===== src/rtl/spi_obi_arbiter.sv =====
// Two-requester round-robin OBI arbiter sharing one OBI master port.
// Port 0 is the SPI slave plug, port 1 is a second on-chip requester.
// A stalled address phase locks the selection until it is granted, and an
// in-order ID FIFO routes each response back to the requester that issued it.
module spi_obi_arbiter #(
    parameter int OBI_ADDR_WIDTH  = 32,
    parameter int OBI_DATA_WIDTH  = 32,
    parameter int MAX_OUTSTANDING = 2
) (
    input  logic                      obi_aclk,
    input  logic                      obi_aresetn,

    input  logic                      s0_req,
    output logic                      s0_gnt,
    input  logic [OBI_ADDR_WIDTH-1:0] s0_addr,
    input  logic                      s0_we,
    input  logic [OBI_DATA_WIDTH-1:0] s0_w_data,
    input  logic [3:0]                s0_be,
    output logic                      s0_r_valid,
    output logic [OBI_DATA_WIDTH-1:0] s0_r_data,

    input  logic                      s1_req,
    output logic                      s1_gnt,
    input  logic [OBI_ADDR_WIDTH-1:0] s1_addr,
    input  logic                      s1_we,
    input  logic [OBI_DATA_WIDTH-1:0] s1_w_data,
    input  logic [3:0]                s1_be,
    output logic                      s1_r_valid,
    output logic [OBI_DATA_WIDTH-1:0] s1_r_data,

    output logic                      obi_master_req,
    input  logic                      obi_master_gnt,
    output logic [OBI_ADDR_WIDTH-1:0] obi_master_addr,
    output logic                      obi_master_we,
    output logic [OBI_DATA_WIDTH-1:0] obi_master_w_data,
    output logic [3:0]                obi_master_be,
    input  logic                      obi_master_r_valid,
    input  logic [OBI_DATA_WIDTH-1:0] obi_master_r_data,

    output logic                      busy,
    output logic                      err_spurious_rvalid
);

    localparam int PTR_W = (MAX_OUTSTANDING > 1) ? $clog2(MAX_OUTSTANDING) : 1;
    localparam int CNT_W = $clog2(MAX_OUTSTANDING + 1);

    logic             rr_ptr_q, rr_ptr_d;
    logic             lock_q, lock_d;
    logic             lock_id_q, lock_id_d;
    logic             err_q, err_d;
    logic [PTR_W-1:0] wr_ptr_q, wr_ptr_d;
    logic [PTR_W-1:0] rd_ptr_q, rd_ptr_d;
    logic [CNT_W-1:0] count_q, count_d;
    logic             fifo_q [MAX_OUTSTANDING];
    logic             fifo_d [MAX_OUTSTANDING];

    logic sel_valid;
    logic sel;
    logic full;
    logic push;
    logic pop;
    logic head;

    // Pointer advance with wrap at the FIFO depth (depth need not be a power of two).
    function automatic logic [PTR_W-1:0] ptr_inc(input logic [PTR_W-1:0] p);
        if (p == PTR_W'(MAX_OUTSTANDING - 1)) return '0;
        else                                  return p + PTR_W'(1);
    endfunction

    // Selection, address-phase mux, grant and response routing.
    always_comb begin
        sel_valid = 1'b0;
        sel       = 1'b0;
        if (lock_q) begin
            sel_valid = 1'b1;
            sel       = lock_id_q;
        end else begin
            case ({s1_req, s0_req})
                2'b01:   begin sel_valid = 1'b1; sel = 1'b0;     end
                2'b10:   begin sel_valid = 1'b1; sel = 1'b1;     end
                2'b11:   begin sel_valid = 1'b1; sel = rr_ptr_q; end
                default: begin sel_valid = 1'b0; sel = 1'b0;     end
            endcase
        end

        // Only the registered count decides fullness: a pop this cycle does not free a slot.
        full = (count_q == CNT_W'(MAX_OUTSTANDING));

        obi_master_req = obi_aresetn && sel_valid && !full;
        push           = obi_master_req && obi_master_gnt;
        s0_gnt         = push && (sel == 1'b0);
        s1_gnt         = push && (sel == 1'b1);

        obi_master_addr   = (sel_valid && sel) ? s1_addr   : s0_addr;
        obi_master_we     = (sel_valid && sel) ? s1_we     : s0_we;
        obi_master_w_data = (sel_valid && sel) ? s1_w_data : s0_w_data;
        obi_master_be     = (sel_valid && sel) ? s1_be     : s0_be;

        head       = fifo_q[rd_ptr_q];
        pop        = obi_aresetn && obi_master_r_valid && (count_q != '0);
        s0_r_valid = pop && (head == 1'b0);
        s1_r_valid = pop && (head == 1'b1);
        s0_r_data  = obi_master_r_data;
        s1_r_data  = obi_master_r_data;

        busy                = (count_q != '0) || lock_q;
        err_spurious_rvalid = err_q;
    end

    // Next-state for round-robin pointer, stall lock, ID FIFO and error flag.
    always_comb begin
        rr_ptr_d  = rr_ptr_q;
        lock_d    = lock_q;
        lock_id_d = lock_id_q;
        err_d     = err_q;
        wr_ptr_d  = wr_ptr_q;
        rd_ptr_d  = rd_ptr_q;
        count_d   = count_q;
        fifo_d    = fifo_q;

        if (push) begin
            rr_ptr_d         = ~sel;
            lock_d           = 1'b0;
            fifo_d[wr_ptr_q] = sel;
            wr_ptr_d         = ptr_inc(wr_ptr_q);
        end else if (obi_master_req) begin
            // Address phase must stay stable until granted.
            lock_d    = 1'b1;
            lock_id_d = sel;
        end

        if (pop) begin
            rd_ptr_d = ptr_inc(rd_ptr_q);
        end

        if (push && !pop) begin
            count_d = count_q + CNT_W'(1);
        end else if (!push && pop) begin
            count_d = count_q - CNT_W'(1);
        end

        if (obi_master_r_valid && (count_q == '0)) begin
            err_d = 1'b1;
        end
    end

    // Control state register with synchronous active-low reset.
    always_ff @(posedge obi_aclk) begin
        if (!obi_aresetn) begin
            rr_ptr_q  <= 1'b0;
            lock_q    <= 1'b0;
            lock_id_q <= 1'b0;
            err_q     <= 1'b0;
            wr_ptr_q  <= '0;
            rd_ptr_q  <= '0;
            count_q   <= '0;
        end else begin
            rr_ptr_q  <= rr_ptr_d;
            lock_q    <= lock_d;
            lock_id_q <= lock_id_d;
            err_q     <= err_d;
            wr_ptr_q  <= wr_ptr_d;
            rd_ptr_q  <= rd_ptr_d;
            count_q   <= count_d;
        end
    end

    // ID storage; entries are only meaningful below count, so no reset is needed.
    always_ff @(posedge obi_aclk) begin
        fifo_q <= fifo_d;
    end

endmodule


===== config.mk =====
export PLATFORM = sky130hd
export DESIGN_NAME = spi_obi_arbiter
export DESIGN_NICKNAME = d
export VERILOG_FILES = /design/src/rtl/spi_obi_arbiter.sv
export SDC_FILE = /design/constraint.sdc
export NUM_CORES = 1
export LEC_CHECK = 0
export ABC_CLOCK_PERIOD_IN_PS = 3450
export CAP_MARGIN = 20
export CORE_AREA = 3 3 121 123
export CTS_CLUSTER_SIZE = 24
export DETAILED_ROUTE_END_ITERATION = 6
export DIE_AREA = 0 0 124 126
export PLACE_DENSITY = 0.63
export SLEW_MARGIN = 40
export SYNTH_ARGS = -nofsm -noshare
export SYNTH_HDL_FRONTEND = slang
export SYNTH_SLANG_ARGS = --single-unit

===== constraint.sdc =====
create_clock -name obi_aclk -period 3.45 [get_ports obi_aclk]
set_input_delay 0.8625 -clock obi_aclk [delete_from_list [all_inputs] [get_ports obi_aclk]]
set_output_delay 0.8625 -clock obi_aclk [all_outputs]
set_load 0.05 [all_outputs]

==> flow_summary.toml, run 1 <==
[run_status]
status = "completed"

[floorplan]
fp-row-count = 43
die_area_um2 = 15620
core_area_um2 = 13770
num_io_pins = 316
initial_core_util_pct = 15.16
die_h_um = 126
die_width_um = 124

[clock_network]
cts_tree = "done"
htree_levels = 1
clockBufferDepth = 2
insertion_delay_ps = 230
cts_sinks = 10
root_buffer = "clkbuf_16"
clk_pin_slew_ps = 40
numCtsBuffers = 3
hold_buffers = 0

[synthesis]
synth_commonest_cells = "64 x buf_4, 55 x mux2_4, 14 x mux2_2, 8 x dfxtp_1, 7 x nor2_1"
ys_ff_latch = 10
avgSynthCellArea_um2 = 10.76
yosys.cell_types.count = 28
synth.yosys.warnings = 0
synth.top_cell.area_share_pct = 39.54
yosysTopAreaCell = "mux2_4"
synth_area_leaders = "mux2_4 40%, buf_4 23%, dfxtp_1 7.7%"
netlist_area_um2 = 2088
synth_seq_area_share_pct = 10.55
synthFlopType = "dfxtp_1"
synth-edff-count = 2
async_flop_share_pct = 0
syn_inst = 194
synth.most_common_cell = "buf_4"
syn-num-nets = 371

[sta]
rsz0062_at_grt = "yes"
fin_crit_ps = 3397
finalHoldViolCount = 0
tns_ps = 0
finClkSkew_ps = 0.3933
slew_viol_final = 0
min_period_over_period_pct = 98.47
max_freq_mhz = 294.4
slew_headroom_pct = 66.50
finalSetupViolCount = 0
worstMarginPinSlew_ps = 500.9
layout_setup_ws_ps = 52.94

[global_routing]
grt_pass1_wl_um = 12670
overflow = 0
grt_pass1_vias = 2176
grt_max_degree = 19
antenna_found_initial = 1
grt_use_total_pct = 10.67

[worst_setup_path]
r2r_start = "lock_q$_SDFFE_PP0N_"
slowest_delay_ps = 410
required_ps = 2590
arrival_ps = 2530
cp_top_family = "buffers and inverters"
reg2reg_to = "count_q[1]$_SDFFE_PN0P_"
worst-path-buf-inv = 4
startpoint_type = "input pin"
setup.worst_path.class = "in -> out"
worstSetupStartpoint = "s0_req"
crit_chain = "clkdlybuf4s50_1 > nor2b_2 > o21ai_4 > buf_12 > buf_4 > mux2_2 > buf_12"
worstSetupPathDepth = 7
worst_path_most_repeated_cell = "buf_12"
r2r_cells = 6
end_kind = "output pin"
cp-endpoint = "obi_master_we"
r2r_setup_slack_ps = 1430
slowest_stage = "clkdlybuf4s50_1"
cp_max_fo = 17

[place]
routabilityCongestion = 0.8216
dp_cells = 530
dpl.hpwl_um = 8464
place_ws_ps = 20.06
io_buffers = 219

[cells_and_area]
drive_gt1_share_pct = 46.11
fin_nets = 538
seq_area_um2 = 220.2
final_util_pct = 29.24
fillers = 1439
multi_input_area_um2 = 1245
diodes = 0
syn2layout_area_growth_pct = 92.87
stdcell_count = 540

[flow_run]
cap_violations = 0

[route]
vias = 1998
drt-initial-drc-count = 52
first_pass_iters = 3
drtAntennaViolNets = 0
drc_errors = 0
wirelength_um = 9350
via_per_inst = 3.700
post_drt_wl_per_cell_um = 17.31

[worst_hold_path]
min_path_type = "reg -> reg"

[power]
max-vdd-ir-drop_uv = 222.4
power_w = 0.001316
powerDensity_nw_per_um2 = 326.6
leakage_nw = 1.778
## worst register-to-register path: stages (launching register included)
cell and delay [ps]:
dfxtp_1 340, or3_1 470, nand4_2 230, inv_1 70
ha_1 320, or3_1 380, a21oi_1 140
## sequential cells by signal (all words and copies together) (netlist names)
register / count
count_q: 2
fifo_q: 2
err_spurious_rvalid: 1
lock_id_q: 1
lock_q: 1
rd_ptr_q: 1
rr_ptr_q: 1
wr_ptr_q: 1
## cell type report
cell class,instances,area share (%)
Timing Repair Buffer,236,55.79
Clock inverter,1,0.09320
Inverter,3,0.2796
Tap cell,180,5.592
Sequential cell,10,5.468
Multi-Input combinational cell,107,30.91
Clock buffer,3,1.864
## layer usage
layer,part of all wire (%),wire [µm],global-route usage [%]
met5,0.14,13,0
met4,1.5,140,2.062
met3,15,1439,5.703
met2,46,4306,17.72
met1,37,3450,12.18
## cells in the final DEF, fill, tap and decap left out
| cell type | synthesis | final |
|---|---|---|
| a21oi_1 | 3 | 3 |
| a41o_1 | 1 | 1 |
| and3_1 | 2 | 2 |
| buf_12 | 5 | 9 |
| buf_4 | 64 | 82 |
| clkbuf_16 | 0 | 3 |
| clkdlybuf4s50_1 | 0 | 145 |
| clkinv_1 | 0 | 1 |
| dfxtp_1 | 8 | 8 |
| edfxtp_1 | 2 | 2 |
| ha_1 | 1 | 1 |
| inv_1 | 3 | 3 |
| mux2_2 | 14 | 14 |
| mux2_4 | 55 | 55 |
| mux2i_1 | 3 | 3 |
| nand2_1 | 3 | 3 |
| nand2b_1 | 2 | 2 |
| nand3b_1 | 1 | 1 |
| nand4_1 | 1 | 1 |
| nand4_2 | 1 | 1 |
| nor2_1 | 7 | 7 |
| nor2b_1 | 3 | 2 |
| nor2b_2 | 0 | 1 |
| o211a_1 | 1 | 1 |
| o211ai_1 | 1 | 1 |
| o21ai_0 | 1 | 1 |
| o21ai_4 | 0 | 1 |
| or3_1 | 3 | 3 |
| xor2_1 | 3 | 3 |
## what timing repair did
item,in CTS,in global routing
buffers inserted,0,6
setup endpoints to repair,0,44
gates resized for setup,0,1
## report_power, final
| group | total (W) | switching, W | internal [W] | leakage [nW] |
|---|---|---|---|---|
| combinational | 0.000963 | 0.000511 | 0.000452 | 1.66 |
| clock | 0.000204 | 0.0000520 | 0.000152 | 0.0385 |
| sequential | 0.000149 | 0.0000147 | 0.000134 | 0.0845 |
| total | 0.00132 | 0.000577 | 0.000738 | 1.78 |
## how the worst min path moves through the flow
stage | startpoint | endpoint | slack [ps] | cells after the start
after floorplan | rr_ptr_q$_SDFFE_PN0P_ | rr_ptr_q$_SDFFE_PN0P_ | 440 | 2
after global placement | err_spurious_rvalid$_SDFFE_PN0P_ | err_spurious_rvalid$_SDFFE_PN0P_ | 450 | 2
after detailed placement | err_spurious_rvalid$_SDFFE_PN0P_ | err_spurious_rvalid$_SDFFE_PN0P_ | 460 | 2
after CTS | err_spurious_rvalid$_SDFFE_PN0P_ | err_spurious_rvalid$_SDFFE_PN0P_ | 470 | 2
after global routing | err_spurious_rvalid$_SDFFE_PN0P_ | err_spurious_rvalid$_SDFFE_PN0P_ | 510 | 2
final | err_spurious_rvalid$_SDFFE_PN0P_ | err_spurious_rvalid$_SDFFE_PN0P_ | 460 | 2
## kinds of logic (layout without fill, tap and decap cells)
logic type      Yosys count  count (layout)  share of synthesized area [%]
simple gates             23              23                          6.052
xor+xnor                  3               3                          1.258
compound gates            8               8                          2.696
buf+inv                  77             243                          30.32
mux                      72              72                          48.53
flops                    10              10                          10.55
fa+ha+maj                 1               1                         0.5991
## through the flow
step	hold slack, ps	area (µm²)
2_1_floorplan	439.0	2088
3_3_place_gp	451.7	3901
3_5_place_dp	455.3	3901
4_1_cts	465.8	3980
5_1_grt	510.1	4028
6_report	461.6	4028
No activity file was read; power rests on OpenSTA's default activity.
==> inputs of run 2 (changes only) <==
- CTS_CLUSTER_DIAMETER: not set -> 150
==> results of run 2 <==
Same layout as run 1: the final DEF is identical, and so are final timing and power.
